--- config.mk ---
export PLATFORM = sky130hd
export DESIGN_NAME = div_result_bcd
export DESIGN_NICKNAME = d
export VERILOG_FILES = /design/src/rtl/div_pkg.sv /design/src/rtl/bcd_dd_step.sv /design/src/rtl/div_result_bcd.sv
export SDC_FILE = /design/constraint.sdc
export NUM_CORES = 1
export LEC_CHECK = 0
export BUFFER_PORTS_ARGS = -buffer_cell sky130_fd_sc_hd__buf_4
export CAP_MARGIN = 20
export CORE_MARGIN = 4
export CORE_UTILIZATION = 56
export DETAILED_ROUTE_END_ITERATION = 16
export GPL_TIMING_DRIVEN = 0
export PLACE_DENSITY = 0.84
export SLEW_MARGIN = 20
export SYNTH_ARGS = -nofsm -noshare
export SYNTH_HDL_FRONTEND = slang
export SYNTH_SLANG_ARGS = --single-unit
export TNS_END_PERCENT = 50
--- constraint.sdc ---
create_clock -name clk -period 2.3 [get_ports clk]
set_input_delay 0.23 -clock clk [delete_from_list [all_inputs] [get_ports clk]]
set_output_delay 0.23 -clock clk [all_outputs]
set_load 0.02 [all_outputs]
--- src/rtl/div_pkg.sv ---
// Shared constants and types for the divider result BCD converter.
// The DIV_BCD_SIGNED_EN build option is handled in div_result_bcd.
package div_pkg;

    localparam int DIV_W          = 10;
    localparam int DIV_BCD_DIGITS = 4;

    typedef enum logic [1:0] {
        IDLE   = 2'd0,
        CONV_Q = 2'd1,
        CONV_R = 2'd2,
        DONE   = 2'd3
    } div_state_t;

    typedef logic [4*DIV_BCD_DIGITS-1:0] bcd_t;

    // Constant-evaluable 10^n, used to size-check the BCD result width.
    function automatic longint unsigned pow10(input int n);
        longint unsigned p;
        p = 64'd1;
        for (int i = 0; i < n; i++) begin
            p = p * 64'd10;
        end
        return p;
    endfunction

endpackage

--- src/rtl/bcd_dd_step.sv ---
// One double-dabble step: add 3 to every digit >= 5, then shift left taking in one binary bit.
module bcd_dd_step #(
    parameter int DIGITS = 4
) (
    input  logic [4*DIGITS-1:0] acc,
    input  logic                bit_in,
    output logic [4*DIGITS-1:0] acc_shifted
);

    logic [4*DIGITS-1:0] acc_corr;

    // Corrections happen before the shift, so no carry ever crosses a digit.
    generate
        for (genvar gi = 0; gi < DIGITS; gi++) begin : g_digit
            logic [3:0] digit;
            assign digit = acc[4*gi +: 4];
            assign acc_corr[4*gi +: 4] = (digit >= 4'd5) ? digit + 4'd3 : digit;
        end
    endgenerate

    assign acc_shifted = (4*DIGITS)'({acc_corr, bit_in});

endmodule

--- src/rtl/div_result_bcd.sv ---
// Sequential double-dabble converter for divider quotient/remainder, quotient first.
// Build option: define DIV_BCD_SIGNED_EN to treat inputs as two's complement with sign flags.
module div_result_bcd
    import div_pkg::*;
#(
    parameter int WIDTH  = DIV_W,
    parameter int DIGITS = DIV_BCD_DIGITS
) (
    input  logic                clk,
    input  logic                rst_n,
    input  logic                in_valid,
    output logic                in_ready,
    input  logic [WIDTH-1:0]    quo_in,
    input  logic [WIDTH-1:0]    rem_in,
    output logic                out_valid,
    input  logic                out_ready,
    output logic [4*DIGITS-1:0] quo_bcd,
    output logic [4*DIGITS-1:0] rem_bcd,
    output logic                quo_neg,
    output logic                rem_neg
);

    localparam int BW = 4 * DIGITS;
    localparam int CW = $clog2(WIDTH + 1);
    localparam longint unsigned MAX_BIN = (64'd1 << WIDTH) - 64'd1;

    generate
        if (pow10(DIGITS) <= MAX_BIN) begin : g_digits_too_small
            $error("div_result_bcd: DIGITS=%0d cannot hold %0d-bit values", DIGITS, WIDTH);
        end
    endgenerate

    div_state_t        state_reg, state_next;
    logic [CW-1:0]     cnt_reg, cnt_next;
    logic [WIDTH-1:0]  quo_sh_reg, quo_sh_next;
    logic [WIDTH-1:0]  rem_sh_reg, rem_sh_next;
    logic [BW-1:0]     acc_reg, acc_next;
    logic [BW-1:0]     quo_hold_reg, quo_hold_next;
    logic [BW-1:0]     quo_bcd_reg, quo_bcd_next;
    logic [BW-1:0]     rem_bcd_reg, rem_bcd_next;
    logic              out_valid_reg, out_valid_next;
    logic              quo_sgn_reg, quo_sgn_next;
    logic              rem_sgn_reg, rem_sgn_next;
    logic              quo_neg_reg, quo_neg_next;
    logic              rem_neg_reg, rem_neg_next;

    logic [WIDTH-1:0]  quo_mag, rem_mag;
    logic              quo_sgn, rem_sgn;
    logic              step_bit;
    logic [BW-1:0]     acc_step;
    logic              last_step;

`ifdef DIV_BCD_SIGNED_EN
    // Two's-complement magnitude; the most negative value maps to its unsigned magnitude.
    assign quo_sgn = quo_in[WIDTH-1];
    assign rem_sgn = rem_in[WIDTH-1];
    assign quo_mag = quo_sgn ? (~quo_in + WIDTH'(1)) : quo_in;
    assign rem_mag = rem_sgn ? (~rem_in + WIDTH'(1)) : rem_in;
`else
    assign quo_sgn = 1'b0;
    assign rem_sgn = 1'b0;
    assign quo_mag = quo_in;
    assign rem_mag = rem_in;
`endif

    assign in_ready  = (state_reg == IDLE) && rst_n;
    assign step_bit  = (state_reg == CONV_R) ? rem_sh_reg[WIDTH-1] : quo_sh_reg[WIDTH-1];
    assign last_step = (cnt_reg == CW'(WIDTH - 1));

    bcd_dd_step #(
        .DIGITS (DIGITS)
    ) u_step (
        .acc         (acc_reg),
        .bit_in      (step_bit),
        .acc_shifted (acc_step)
    );

    always_comb begin
        state_next     = state_reg;
        cnt_next       = cnt_reg;
        quo_sh_next    = quo_sh_reg;
        rem_sh_next    = rem_sh_reg;
        acc_next       = acc_reg;
        quo_hold_next  = quo_hold_reg;
        quo_bcd_next   = quo_bcd_reg;
        rem_bcd_next   = rem_bcd_reg;
        out_valid_next = out_valid_reg;
        quo_sgn_next   = quo_sgn_reg;
        rem_sgn_next   = rem_sgn_reg;
        quo_neg_next   = quo_neg_reg;
        rem_neg_next   = rem_neg_reg;

        case (state_reg)
            IDLE: begin
                if (in_valid && in_ready) begin
                    quo_sh_next  = quo_mag;
                    rem_sh_next  = rem_mag;
                    quo_sgn_next = quo_sgn;
                    rem_sgn_next = rem_sgn;
                    acc_next     = '0;
                    cnt_next     = '0;
                    state_next   = CONV_Q;
                end
            end
            CONV_Q: begin
                quo_sh_next = {quo_sh_reg[WIDTH-2:0], 1'b0};
                if (last_step) begin
                    quo_hold_next = acc_step;
                    acc_next      = '0;
                    cnt_next      = '0;
                    state_next    = CONV_R;
                end else begin
                    acc_next = acc_step;
                    cnt_next = cnt_reg + CW'(1);
                end
            end
            CONV_R: begin
                rem_sh_next = {rem_sh_reg[WIDTH-2:0], 1'b0};
                if (last_step) begin
                    // Both results and their signs become visible on the same edge.
                    quo_bcd_next   = quo_hold_reg;
                    rem_bcd_next   = acc_step;
                    quo_neg_next   = quo_sgn_reg;
                    rem_neg_next   = rem_sgn_reg;
                    out_valid_next = 1'b1;
                    acc_next       = '0;
                    cnt_next       = '0;
                    state_next     = DONE;
                end else begin
                    acc_next = acc_step;
                    cnt_next = cnt_reg + CW'(1);
                end
            end
            DONE: begin
                if (out_ready) begin
                    out_valid_next = 1'b0;
                    state_next     = IDLE;
                end
            end
            default: begin
                state_next = IDLE;
            end
        endcase
    end

    always_ff @(posedge clk) begin
        if (!rst_n) begin
            state_reg     <= IDLE;
            cnt_reg       <= '0;
            quo_sh_reg    <= '0;
            rem_sh_reg    <= '0;
            acc_reg       <= '0;
            quo_hold_reg  <= '0;
            quo_bcd_reg   <= '0;
            rem_bcd_reg   <= '0;
            out_valid_reg <= 1'b0;
            quo_sgn_reg   <= 1'b0;
            rem_sgn_reg   <= 1'b0;
            quo_neg_reg   <= 1'b0;
            rem_neg_reg   <= 1'b0;
        end else begin
            state_reg     <= state_next;
            cnt_reg       <= cnt_next;
            quo_sh_reg    <= quo_sh_next;
            rem_sh_reg    <= rem_sh_next;
            acc_reg       <= acc_next;
            quo_hold_reg  <= quo_hold_next;
            quo_bcd_reg   <= quo_bcd_next;
            rem_bcd_reg   <= rem_bcd_next;
            out_valid_reg <= out_valid_next;
            quo_sgn_reg   <= quo_sgn_next;
            rem_sgn_reg   <= rem_sgn_next;
            quo_neg_reg   <= quo_neg_next;
            rem_neg_reg   <= rem_neg_next;
        end
    end

    assign out_valid = out_valid_reg;
    assign quo_bcd   = quo_bcd_reg;
    assign rem_bcd   = rem_bcd_reg;
    assign quo_neg   = quo_neg_reg;
    assign rem_neg   = rem_neg_reg;

endmodule
==> run summary, run 1 <==
The library cell used most frequently in the layout, excluding fill and tap cells, is sky130_fd_sc_hd__dfxtp_1. The total power divided by cell area is 835 mW/mm². The final period utilization is 88.9%.

The number of hold violations in the final report came out at 0. The global-route wire length before repair came out at 15600 µm. The HPWL after detailed placement is 6830 µm.

In this run the clock root is driven by a sky130_fd_sc_hd__clkbuf_8. Summing all flip-flop and latch instances after layout gives 0.00182 mm². The flow ran to the end, and the final reports show no timing, DRC or antenna violations. The worst IR drop on VDD came out at 417 µV. The average wire length per cell after detail routing is 15.8 µm.

Summed over all layers, the routed wires come to 9430 µm. The count of final setup violators is 0. The initial antenna violation count is 0. Synthesis produced a netlist whose cell count is 428. The worst hold path belongs to the class in -> reg. The initial standard-cell utilization of the core came out at 58.3%. The area share of the largest cell type after synthesis came out at 45.5%. The delay of the slowest cell on the worst path is 0.50 ns. The area of the multi-input gates is 0.00199 mm².

The detail route stage leaves a number of antenna-violating nets equal to 0. The number of violations of the max-capacitance limit is 0. The longest clock path from root to sink contains 2 buffers. The largest net degree at the start of global routing is 17. TritonCTS built the clock tree. The fraction of registers with async set/reset came out at 0%. Counting every sink on the clock net gives 91.

The antenna diode count came out at 0. The worst relative slew slack is 60.1%. The clock transition at the registers of the reported paths is 0.10 ns.

Along the worst path, the maximum fanout reaches 10. The number of search-and-repair iterations in the first detailed-routing pass came out at 5. The global-route congestion overflow total is 0. The most used flip-flop cell after synthesis is sky130_fd_sc_hd__dfxtp_1. The top cell types in the final layout, fill and taps aside, are sky130_fd_sc_hd__dfxtp_1 (91), sky130_fd_sc_hd__nand2_1 (87), sky130_fd_sc_hd__buf_4 (60). The required arrival time at the worst endpoint came out at 2.56 ns. For the pin with the worst max-slew slack, the measured transition is 0.595 ns.

The worst setup path is captured at a register. The count of buffering cells on the critical path with inverters included came out at 3. After clock tree synthesis, the flow added hold-fix buffers numbering 0. STA classifies the critical path startpoint as a register. The critical path in this run is classified as reg -> reg. The count of pins over their slew limit came out at 0. The critical-path cell with the highest stage delay is sky130_fd_sc_hd__o21ai_1. The number of I/O pins is 60.

The core footprint came out at 0.00687 mm². The chip height is 92.6 µm. The fill cell instance count of the final layout is 542. Setup repair after global routing left no endpoint under its margin.

The layout cell share with drive strength beyond 1 is 21.5%. The shortest clock period the worst path allows after layout is 2.04 ns. The H-tree depth is 3. After the first detailed-routing iteration, the DRC count stood at 173. Buffers placed on the I/O ports in this run total 57. The synthesized design spends more area on one cell type than any other, namely sky130_fd_sc_hd__dfxtp_1.

The sum of negative setup slack came out at 0 ns. The row count is 30. The number of global-route vias before repair came out at 3273. The quantity of gates resized following cts came out at 0. The die is 92.6 µm wide.

The die outline area is 0.00857 mm². Clock skew on the completed layout was measured at 0.0119 ns. The number of enable-type register cells in the synthesized netlist came out at 0. The maximum frequency from static timing analysis is 0.489 GHz. Routability-driven placement finished with a final weighted congestion of 0.845. The net total in the final layout is 536. The total global routing track utilization is 22.8%. Walking the worst path, the cells encountered are inv_1 > ha_1 > buf_4 > o21ai_1 > buf_2 > nand2_1 > o211a_1. The family with the most delay on the worst path is compound AO/OA/AOI/OAI gates.

The synthesized netlist occupies a cell area of 0.00400 mm². The count of different cell masters after synthesis is 40. The growth of design area from synthesis to finish is 19.4%. Data arrives at the worst endpoint at 2.31 ns. The total vias in the final route is 3334. TritonCTS created 9 clock buffers. The via count normalized by instance count is 5.58. In this run the static leakage power is 2.11 nW.

In the post-synthesis netlist, the biggest area contributors are sky130_fd_sc_hd__dfxtp_1 (46%), sky130_fd_sc_hd__nand2_1 (8.2%), sky130_fd_sc_hd__o211a_1 (6.8%). The total number of yosys warnings came out at 0. Synthesis inferred 91 register bits. The total power consumption of the routed design is 3.99 mW. The clock latency of the later-clocked register in the worst-skew pair came out at 0.36 ns. The part of the Yosys area used for sequential elements came out at 45.5%. The average instance area after synthesis is 9.35 µm².

Once layout is complete, the utilization of the core stands at 69.6%. After clock tree synthesis, the setup repair step added 0 buffers. The total DRC errors in the routed layout came out at 0.
## path summary, 6_finish.rpt
kind	start	to	slack [ns]	depth (start not counted)
max	state_reg[0]	quo_sh_reg[9]	0.26	7
min	out_ready	out_valid	0.16	4
max reg2reg	state_reg[0]	quo_sh_reg[9]	0.26	7
min reg2reg	quo_bcd[5]	quo_bcd[5]	0.47	2
## stage by stage
step           cells  instance area (µm²)  hold WS, ns  setup WS [ns]
6_report         598                 4780        0.160          0.256
3_5_place_dp     582                 4560        0.457          0.300
3_3_place_gp     582                 4560        0.443          0.337
5_1_grt          598                 4780        0.161         0.0859
2_1_floorplan    429                 4010        0.391          0.591
4_1_cts          598                 4780        0.153          0.281
## final cells by class
cell class / count / area share [%]
tap: 96 / 2.51
clock inverter: 7 / 2.09
inverter: 13 / 1.02
buffer: 28 / 3.12
sequential: 91 / 38.1
multi-input combinational: 297 / 41.6
clock buffer: 9 / 2.59
timing repair buffer: 57 / 8.95
## synth_stat cells (2+ instances only)
cell type and n:
sky130_fd_sc_hd__mux2_2 4, sky130_fd_sc_hd__o22ai_1 8, sky130_fd_sc_hd__a21boi_0 17, sky130_fd_sc_hd__a21boi_1 2, sky130_fd_sc_hd__a21oi_1 17, sky130_fd_sc_hd__buf_4 3
sky130_fd_sc_hd__inv_1 13, sky130_fd_sc_hd__nand4_1 2, sky130_fd_sc_hd__nor2_1 6, sky130_fd_sc_hd__o211a_1 27, sky130_fd_sc_hd__ha_1 15, sky130_fd_sc_hd__xnor2_1 4
sky130_fd_sc_hd__mux2i_1 21, sky130_fd_sc_hd__o21ai_1 2, sky130_fd_sc_hd__buf_2 14, sky130_fd_sc_hd__dfxtp_1 91, sky130_fd_sc_hd__clkbuf_1 7, sky130_fd_sc_hd__nand3_1 14
sky130_fd_sc_hd__buf_1 2, sky130_fd_sc_hd__buf_6 2, sky130_fd_sc_hd__nand2b_1 6, sky130_fd_sc_hd__a32o_1 3, sky130_fd_sc_hd__nor3b_1 7, sky130_fd_sc_hd__o22ai_2 9
sky130_fd_sc_hd__o21ai_0 27, sky130_fd_sc_hd__o31ai_1 4, sky130_fd_sc_hd__nand2_1 87, sky130_fd_sc_hd__nor2b_1 2
## routing by layer
layer  part of all wire (%)  track usage [%]  routed length, µm
met4                    1.9             8.04                181
met5                      0                0                  0
met1                     45             29.3               4230
met2                     48             37.9               4570
met3                    4.7             4.47                442
## logic make-up after synthesis
| family | count (synthesis) | share of synthesized area (%) |
|---|---|---|
| AOI/OAI and AO/OA | 121 | 23.1 |
| xor gates and xnor gates | 5 | 1.09 |
| adders and majority gates | 15 | 4.69 |
| buffers and inverters | 41 | 4.94 |
| DFF | 91 | 45.5 |
| muxes | 25 | 6.37 |
| other | 1 | 0.0937 |
| and+or+nand+nor | 129 | 14.2 |
## worst min-delay path, stage by stage
cell,delay [ns]
sky130_fd_sc_hd__buf_4,0.09
sky130_fd_sc_hd__nand2_1,0.05
sky130_fd_sc_hd__nand3_1,0.07
sky130_fd_sc_hd__nand2_1,0.05
## power breakdown
part	leakage (nW)	total [mW]	internal, mW	switching [mW]
logic	1.26	1.01	0.421	0.588
registers	0.737	1.78	1.70	0.0842
clock network	0.107	1.20	0.619	0.583
Note: power is estimated with default switching activity, not from simulation.
==> run 2: changes to the inputs <==
ABC_AREA = 1   (was unset)
CORE_UTILIZATION = 57   (was 56)
==> run 2 against run 1 <==
  * Die area rose by 3.6%
  * Critical path depth did not move
  * Critical path type unchanged
  * Register-to-register slack better by 0.32 ns
  * Critical endpoint is now acc_reg[11]
  * Largest power group unchanged
==> run summary, run 2 <==
Outcome: completed (unchanged). The launching instance or port of the critical path was acc_reg[8] (was state_reg[0]). The most instantiated library cell after synthesis is sky130_fd_sc_hd__nand2_1 (was sky130_fd_sc_hd__dfxtp_1). The critical-path cell with the highest stage delay is sky130_fd_sc_hd__a21boi_0 (was sky130_fd_sc_hd__o21ai_1). The cell total after placement is 739 (was 582). The type of the worst setup path is reg -> reg (unchanged). The clock tree from TritonCTS was done (unchanged). The core footprint is 0.00725 mm² (was 0.00687 mm²). The most frequent standard cell in the layout excluding fill and tap cells is sky130_fd_sc_hd__nand2_1 (was sky130_fd_sc_hd__dfxtp_1). The part of the Yosys area used for sequential elements came out at 43.0% (was 45.5%). The final HPWL from detailed placement is 7400 µm (was 6830 µm).

The category of the worst setup path capture point was a register (unchanged). The number of nets with antenna violations after detailed routing was 0 (unchanged). The global-route congestion overflow total came out at 0 (unchanged).

The count of different cell masters after synthesis was 28 (was 40). The worst relative slew slack came out at 56.0% (was 60.1%). The highest signal layer in the routed design is met4 (unchanged). The post-layout instance area is 0.00501 mm² (was 0.00478 mm²). The sum of met3 wire segment lengths after detailed routing came out at 593 µm (was 442 µm).

The post-synthesis compound-gate area fraction is 17.4% (was 23.1%). Commonest cells post-synth: sky130_fd_sc_hd__nand2_1 (134), sky130_fd_sc_hd__dfxtp_1 (91), sky130_fd_sc_hd__nor2_1 (66), sky130_fd_sc_hd__inv_1 (54), sky130_fd_sc_hd__o21ai_0 (54) (was sky130_fd_sc_hd__dfxtp_1 (91), sky130_fd_sc_hd__nand2_1 (87), sky130_fd_sc_hd__o211a_1 (27), sky130_fd_sc_hd__o21ai_0 (27), sky130_fd_sc_hd__mux2i_1 (21)). The total vias in the final route is 4004 (was 3334). The detailed-routed wire length on met2 came out at 4920 µm (was 4570 µm). The chip height is 94.2 µm (was 92.6 µm). The post-synthesis share of cell area spent on xor and xnor gates is 0.207% (was 1.09%).

The cell that appears most often on the critical path is sky130_fd_sc_hd__inv_1. The total DRC errors in the routed layout is 0 (unchanged). The total global routing track utilization was 23.8% (was 22.8%). The dominant combinational cell family by area after synthesis is simple AND/OR/NAND/NOR gates (was compound AO/OA/AOI/OAI gates). The die outline area is 0.00887 mm² (was 0.00857 mm²). The post-synthesis instance total came out at 582 (was 428). Leading cell types by total area after synthesis: sky130_fd_sc_hd__dfxtp_1 (43%), sky130_fd_sc_hd__nand2_1 (12%), sky130_fd_sc_hd__o21ai_0 (6.4%) (was sky130_fd_sc_hd__dfxtp_1 (46%), sky130_fd_sc_hd__nand2_1 (8.2%), sky130_fd_sc_hd__o211a_1 (6.8%)). The average instance area after synthesis is 7.28 µm² (was 9.35 µm²).

The maximum fanout count along the critical path is 5 (was 10). The final weighted congestion in routability-driven placement is 0.946 (was 0.845). The class of the tightest hold or removal check is in -> reg (unchanged). The count of final setup violators is 0 (unchanged). The cell taking the most area after synthesis is sky130_fd_sc_hd__dfxtp_1 (unchanged). The delay of the slowest cell on the worst path is 0.57 ns (was 0.50 ns).

The number of storage elements in the synthesis netlist came out at 91 (unchanged). The maximum frequency from static timing analysis is 0.580 GHz (was 0.489 GHz). The area share of the largest cell type after synthesis is 43.0% (was 45.5%). The number of enable-type register cells in the synthesized netlist came out at 0 (unchanged). The number of search-and-repair iterations in the first detailed-routing pass was 5 (unchanged). The count of buffering cells on the critical path with inverters included is 2 (was 3). The number of I/O pins came out at 60 (unchanged). The shortest clock period the worst path allows after layout came out at 1.72 ns (was 2.04 ns). Cells traversed along the worst timing path: inv_1 > ha_1 > inv_1 > nand2_1 > a21boi_0 > nand3_1 > a21oi_1 (was inv_1 > ha_1 > buf_4 > o21ai_1 > buf_2 > nand2_1 > o211a_1). The worst IR drop on VDD was 430 µV (was 417 µV). The violation count after the first detailed-routing iteration is 226 (was 173). The initial antenna violation count is 0 (unchanged). The smallest setup slack after layout came out at 0.576 ns (was 0.256 ns).

The post-CTS repair timing setup buffer count is 0 (unchanged). The worst slack at placement came out at 0.592 ns (was 0.300 ns). The final period utilization is 74.9% (was 88.9%).

The count of pins over their slew limit came to 0 (unchanged). The worst reg2reg path startpoint was acc_reg[8] (was state_reg[0]). The horizontal extent of the die came out at 94.2 µm (was 92.6 µm). The largest net degree at the start of global routing came out at 17 (unchanged). The row count is 31 (was 30). The number of hold violations in the final report came to 0 (unchanged).

The startpoint of the tightest hold check path was rem_in[5] (was out_ready). The clock latency of the later-clocked register in the worst-skew pair came out at 0.37 ns (was 0.36 ns). The antenna diode count came to 0 (unchanged). The number of violations of the max-capacitance limit is 0 (unchanged).

The family with the most delay on the worst path is compound AO/OA/AOI/OAI gates (unchanged). The path depth of the worst reg2reg path came out at 7 (unchanged). The average wire length per cell after detail routing was 13.2 µm (was 15.8 µm). The total number of yosys warnings came out at 0 (unchanged). The predominant post-synthesis flop cell is sky130_fd_sc_hd__dfxtp_1 (unchanged). The global-route wire length before repair came to 17000 µm (was 15600 µm). The post-route clock skew came out at 0.0163 ns (was 0.0119 ns).

The layout cell share with drive strength beyond 1 was 16.3% (was 21.5%). The initial standard-cell utilization of the core came out at 58.4% (was 58.3%). The instance area after placement is 0.00479 mm² (was 0.00456 mm²). The cell area after synthesis was 0.00423 mm² (was 0.00400 mm²). The portion of netlist area occupied by mux cells is 0.473% (was 6.38%). The fraction of registers with async set/reset came out at 0% (unchanged). The number of buffer cells added on primary ports came out at 57 (unchanged). The growth of design area from synthesis to finish came out at 18.4% (was 19.4%).

The launching element type of the critical path was a register (unchanged). The number of cells in the finished layout apart from fillers came out at 755 (was 598). The total power divided by cell area came to 808 mW/mm² (was 835 mW/mm²). The synthesized-area fraction occupied by and/or/nand/nor cells came to 25.4% (was 14.2%). The quantity of gates resized following cts came out at 0 (unchanged).

Setup repair after global routing missed its margin: false (unchanged). The maximum clock insertion buffer count is 2 (unchanged). The leakage dissipation is 2.39 nW (was 2.11 nW). The number of global-route vias before repair came out at 3808 (was 3273). The via count normalized by instance count is 5.30 (was 5.58).

The net total in the final layout came to 690 (was 536). The signal arrival time at the worst endpoint is 2.01 ns (was 2.31 ns). The transition time at the pin with the least slew margin was 0.654 ns (was 0.595 ns).

The required arrival time at the worst endpoint was 2.58 ns (was 2.56 ns). Commonest non-fill, non-tap cells in the layout: sky130_fd_sc_hd__nand2_1 (134), sky130_fd_sc_hd__dfxtp_1 (91), sky130_fd_sc_hd__buf_4 (66), sky130_fd_sc_hd__nor2_1 (66) (was sky130_fd_sc_hd__dfxtp_1 (91), sky130_fd_sc_hd__nand2_1 (87), sky130_fd_sc_hd__buf_4 (60)). The number of clock sinks is 91 (unchanged). The number of cells traversed by the worst hold path is 3 (was 4). The number of logic stages on the critical path including buffering was 7 (unchanged). The routed length on met1 came to 4250 µm (was 4230 µm). The TritonCTS buffer count is 9 (unchanged).

The total routed wirelength is 9950 µm (was 9430 µm). The H-tree depth is 3 (unchanged). The adder-cell area share of the yosys netlist came out at 4.43% (was 4.69%). The cts-stage hold buffer count came out at 0 (unchanged). The sum of negative setup slack was 0 ns (unchanged). The clock transition at the registers of the reported paths came out at 0.09 ns (was 0.10 ns). The root buffer cell is sky130_fd_sc_hd__clkbuf_8 (unchanged).
run 2: changes by cell type in the layout (fill, tap and decap cells not counted), sizes merged, moves of 9 or more:
| cell | previous run | this run |
|---|---|---|
| a21boi | 19 | 1 |
| a21oi | 17 | 27 |
| a31oi | 0 | 18 |
| inv | 14 | 59 |
| mux2i | 21 | 2 |
| nand2 | 87 | 137 |
| nand3 | 14 | 35 |
| nand4 | 2 | 11 |
| nor2 | 6 | 69 |
| o211a | 27 | 0 |
| o21a | 0 | 23 |
| o21ai | 30 | 61 |
| o22ai | 17 | 0 |
run 2: layer usage:
layer,vias to the layer above,track usage [%]
met1,1827,28.4
li1,2038,-
met3,23,4.57
met2,116,41.7
met4,0,9.51
met5,-,0
run 2: final timing paths:
path / slack, ns / endpoint
worst max-delay path: 0.58 / acc_reg[11]
worst max register to register: 0.58 / acc_reg[11]
worst min register to register: 0.47 / acc_reg[13]
worst min-delay path: 0.13 / rem_sh_reg[5]
run 2: cell families after synthesis:
kind of cell | count (synthesis)
DFF | 91
other | 1
buffers and inverters | 88
adders and majority gates | 15
AOI/OAI and AO/OA | 130
muxes | 2
xor gates and xnor gates | 1
and+or+nand+nor | 254
run 2: per-stage QoR:
stage	power [mW]	hold WS [ns]	utilization, %
floorplan	2.58	0.390	-
global placement	2.81	0.452	66.0
detailed placement	2.84	0.459	66.0
CTS	4.03	0.127	69.1
global route	4.27	0.127	69.1
finish	4.05	0.131	69.1
run 2: final cells by class:
| class | instances | area [µm²] |
|---|---|---|
| Buffer | 30 | 163 |
| Clock buffer | 9 | 124 |
| Clock inverter | 7 | 98.8 |
| Fill cell | 588 | 2240 |
| Inverter | 58 | 218 |
| Multi-Input combinational cell | 404 | 2040 |
| Sequential cell | 91 | 1820 |
| Tap cell | 99 | 124 |
| Timing Repair Buffer | 57 | 428 |
run 2: report_power, final:
part | leakage (nW) | switching [mW] | internal, mW | total (mW)
Combinational | 1.55 | 0.669 | 0.332 | 1.00
Clock | 0.110 | 0.597 | 0.620 | 1.22
Sequential | 0.737 | 0.101 | 1.73 | 1.83
Total | 2.39 | 1.37 | 2.68 | 4.05
run 2: tightest hold or removal path: cells and delay by family:
kind                   cells  cell delay, ns
buffers and inverters      1            0.10
and+or+nand+nor            1            0.05
AOI/OAI and AO/OA          1            0.07
==> run 3: changes to the inputs <==
CORE_UTILIZATION = 51   (was 57)
PLACE_DENSITY = 0.8   (was 0.84)
clock period = 1.5 ns   (was 2.3 ns; I/O delays follow)
==> run 3 against run 2 <==
  * Critical path depth is 1 higher
  * Clock power is 28% higher
  * Global-route usage is 3.3 points lower
  * Largest power group unchanged
  * Utilization is 1.3 points lower
  * Critical path type unchanged
  * Count of clock-buffer cells in the layout is 1 higher
==> run summary, run 3 (same netlist as run 2, synthesis figures left out) <==
The total vias in the final route came to 4157 (was 4004). The end-of-flow core utilization is 67.8% (was 69.1%). The clock transition at the registers of the reported paths came to 0.09 ns (about the same).

The met1 track demand over resource in global routing is 23.3% (was 28.4%). The clock latency of the later-clocked register in the worst-skew pair is 0.36 ns (was 0.37 ns). The antenna diode count is 0 (unchanged). The number of cells traversed by the worst hold path came out at 3 (unchanged). The chip height was 99.1 µm (was 94.2 µm). The most frequent standard cell in the layout excluding fill and tap cells is sky130_fd_sc_hd__nand2_1 (unchanged). The net total in the final layout is 705 (was 690). The cell total after placement is 742 (was 739). The sum of negative setup slack is 0 ns (unchanged). The initial antenna violation count came out at 0 (unchanged). The leakage dissipation came out at 2.52 nW (was 2.39 nW).

The worst IR drop on VDD came out at 729 µV (was 430 µV). The H-tree depth is 3 (unchanged). The global-route congestion overflow total is 0 (unchanged). The total DRC errors in the routed layout was 0 (unchanged). The count of pins over their slew limit was 0 (unchanged).

The shortest clock period the worst path allows after layout was 1.45 ns (was 1.72 ns). The worst-case hold slack came out at 0.0532 ns (was 0.131 ns). The number of global-route vias before repair was 3761 (was 3808).

The required arrival time at the worst endpoint is 1.76 ns (was 2.58 ns). The worst relative slew slack is 65.6% (was 56.0%). The met3 track utilization from global routing came out at 4.77% (was 4.57%).

The post-route clock skew is 0.0101 ns (was 0.0163 ns). The number of search-and-repair iterations in the first detailed-routing pass came out at 6 (was 5). The maximum clock insertion buffer count came out at 2 (unchanged).

The startpoint of the tightest hold check path was rem_in[6] (was rem_in[5]). The number of buffer cells added on primary ports was 57 (unchanged). The maximum frequency from static timing analysis came out at 0.689 GHz (was 0.580 GHz). The final period utilization came out at 96.7% (was 74.9%). The number of I/O pins is 60 (unchanged).

The count of final setup violators is 0 (unchanged). The total global routing track utilization came out at 20.5% (was 23.8%). The global-route wire length before repair is 16700 µm (was 17000 µm).

Setup repair after global routing missed its margin: true (was false). The root buffer cell is sky130_fd_sc_hd__clkbuf_8 (unchanged). The die outline area is 0.00982 mm² (was 0.00887 mm²). The met2 routing resource usage after global routing came out at 36.9% (was 41.7%). The clock tree from TritonCTS is done (unchanged). The transition time at the pin with the least slew margin is 0.516 ns (was 0.654 ns). The core footprint is 0.00789 mm² (was 0.00725 mm²). The path depth of the worst reg2reg path is 8 (was 7).

The number of nets with antenna violations after detailed routing was 0 (unchanged). The reg-to-reg setup timing slack is 0.05 ns (was 0.58 ns). The number of hold violations in the final report was 0 (unchanged). The type of the worst setup path is reg -> reg (unchanged). The final weighted congestion in routability-driven placement is 0.908 (was 0.946). The endpoint of the worst hold path is rem_sh_reg[6] (was rem_sh_reg[5]). The category of the worst setup path capture point was a register (unchanged). The violation count after the first detailed-routing iteration is 297 (was 226). The growth of design area from synthesis to finish is 26.4% (was 18.4%). The total power consumption of the routed design was 6.36 mW (was 4.05 mW). The total routed wirelength came out at 10900 µm (was 9950 µm). The global-route layer with the greatest usage is met2 (unchanged).

The worst reg2reg path startpoint was cnt_reg[1] (was acc_reg[8]). Outcome: completed (unchanged). The number of cells in the finished layout apart from fillers is 773 (was 755). The via count normalized by instance count came out at 5.38 (was 5.30). The signal arrival time at the worst endpoint came out at 1.71 ns (was 2.01 ns). The launching element type of the critical path is a register (unchanged). The final HPWL from detailed placement is 7430 µm (was 7400 µm). The row count is 32 (was 31). The TritonCTS buffer count is 9 (unchanged). The largest net degree at the start of global routing is 17 (unchanged). The layout cell share with drive strength beyond 1 is 25.3% (was 16.3%). The cts-stage hold buffer count is 0 (unchanged). The capture instance of the worst register-to-register path was quo_hold_reg[10] (was acc_reg[11]).

The maximum fanout count along the critical path came out at 8 (was 5). The total power divided by cell area is 1190 mW/mm² (was 808 mW/mm²). The average wire length per cell after detail routing came out at 14.0 µm (was 13.2 µm). The class of the tightest hold or removal check was in -> reg (unchanged). The horizontal extent of the die came out at 99.1 µm (was 94.2 µm). Commonest non-fill, non-tap cells in the layout: sky130_fd_sc_hd__nand2_1 (127), sky130_fd_sc_hd__dfxtp_1 (84), sky130_fd_sc_hd__buf_4 (75) (was sky130_fd_sc_hd__nand2_1 (134), sky130_fd_sc_hd__dfxtp_1 (91), sky130_fd_sc_hd__buf_4 (66), sky130_fd_sc_hd__nor2_1 (66)). The launching instance or port of the critical path is cnt_reg[1] (was acc_reg[8]). The number of violations of the max-capacitance limit came out at 0 (unchanged).

The number of clock sinks came to 91 (unchanged). The initial standard-cell utilization of the core came out at 53.7% (was 58.4%).
## run 3: area by class of cell
type,count,area (µm²)
timing repair buffer,72,548
multi-input combinational,404,2210
inverter,58,234
fill,665,2540
clock buffer,10,138
timing repair inverter,1,7.51
tap,102,128
clock inverter,6,48.8
sequential,91,1840
buffer,29,196
## run 3: what timing repair did
action | 4_1_cts | 5_1_grt
buffers inserted | 3 | 9
resized for setup | 28 | 64
pin swaps | 2 | 6
cloned | 1 | 3
setup endpoints to repair | 78 | 91
## run 3: routing by layer
layer	up-vias	wire, µm
met4	0	244
met2	149	5460
met5	-	0
met3	26	732
met1	1920	4420
li1	2062	-
## run 3: worst max path at each step
stage                       endpoint  cells past startpoint
global placement         acc_reg[11]                      7
floorplan                 acc_reg[6]                      8
detailed placement       acc_reg[11]                      7
finish              quo_hold_reg[10]                      8
CTS                      acc_reg[12]                      7
global route              cnt_reg[3]                      7
## run 3: worst max-delay path, stage by stage (launching register included)
cell,delay (ns)
sky130_fd_sc_hd__dfxtp_2,0.34
sky130_fd_sc_hd__inv_2,0.07
sky130_fd_sc_hd__ha_4,0.14
sky130_fd_sc_hd__nand3_4,0.12
sky130_fd_sc_hd__nor2_4,0.16
sky130_fd_sc_hd__buf_12,0.14
sky130_fd_sc_hd__clkinvlp_4,0.15
sky130_fd_sc_hd__o21ai_1,0.18
sky130_fd_sc_hd__inv_1,0.06
## run 3: power by group
group          switching, mW  internal [mW]
Combinational           1.18          0.775
Sequential             0.182           2.67
Clock                  0.901          0.658
Total                   2.26           4.10
## run 3: through the flow
| stage | area, µm² | setup WS, ns |
|---|---|---|
| after detailed placement | 4790 | -0.228 |
| after CTS | 5090 | -0.00981 |
| after global routing | 5350 | -0.0248 |
| final | 5350 | 0.0492 |
| after global placement | 4790 | -0.172 |
| after floorplan | 4240 | 0.0978 |
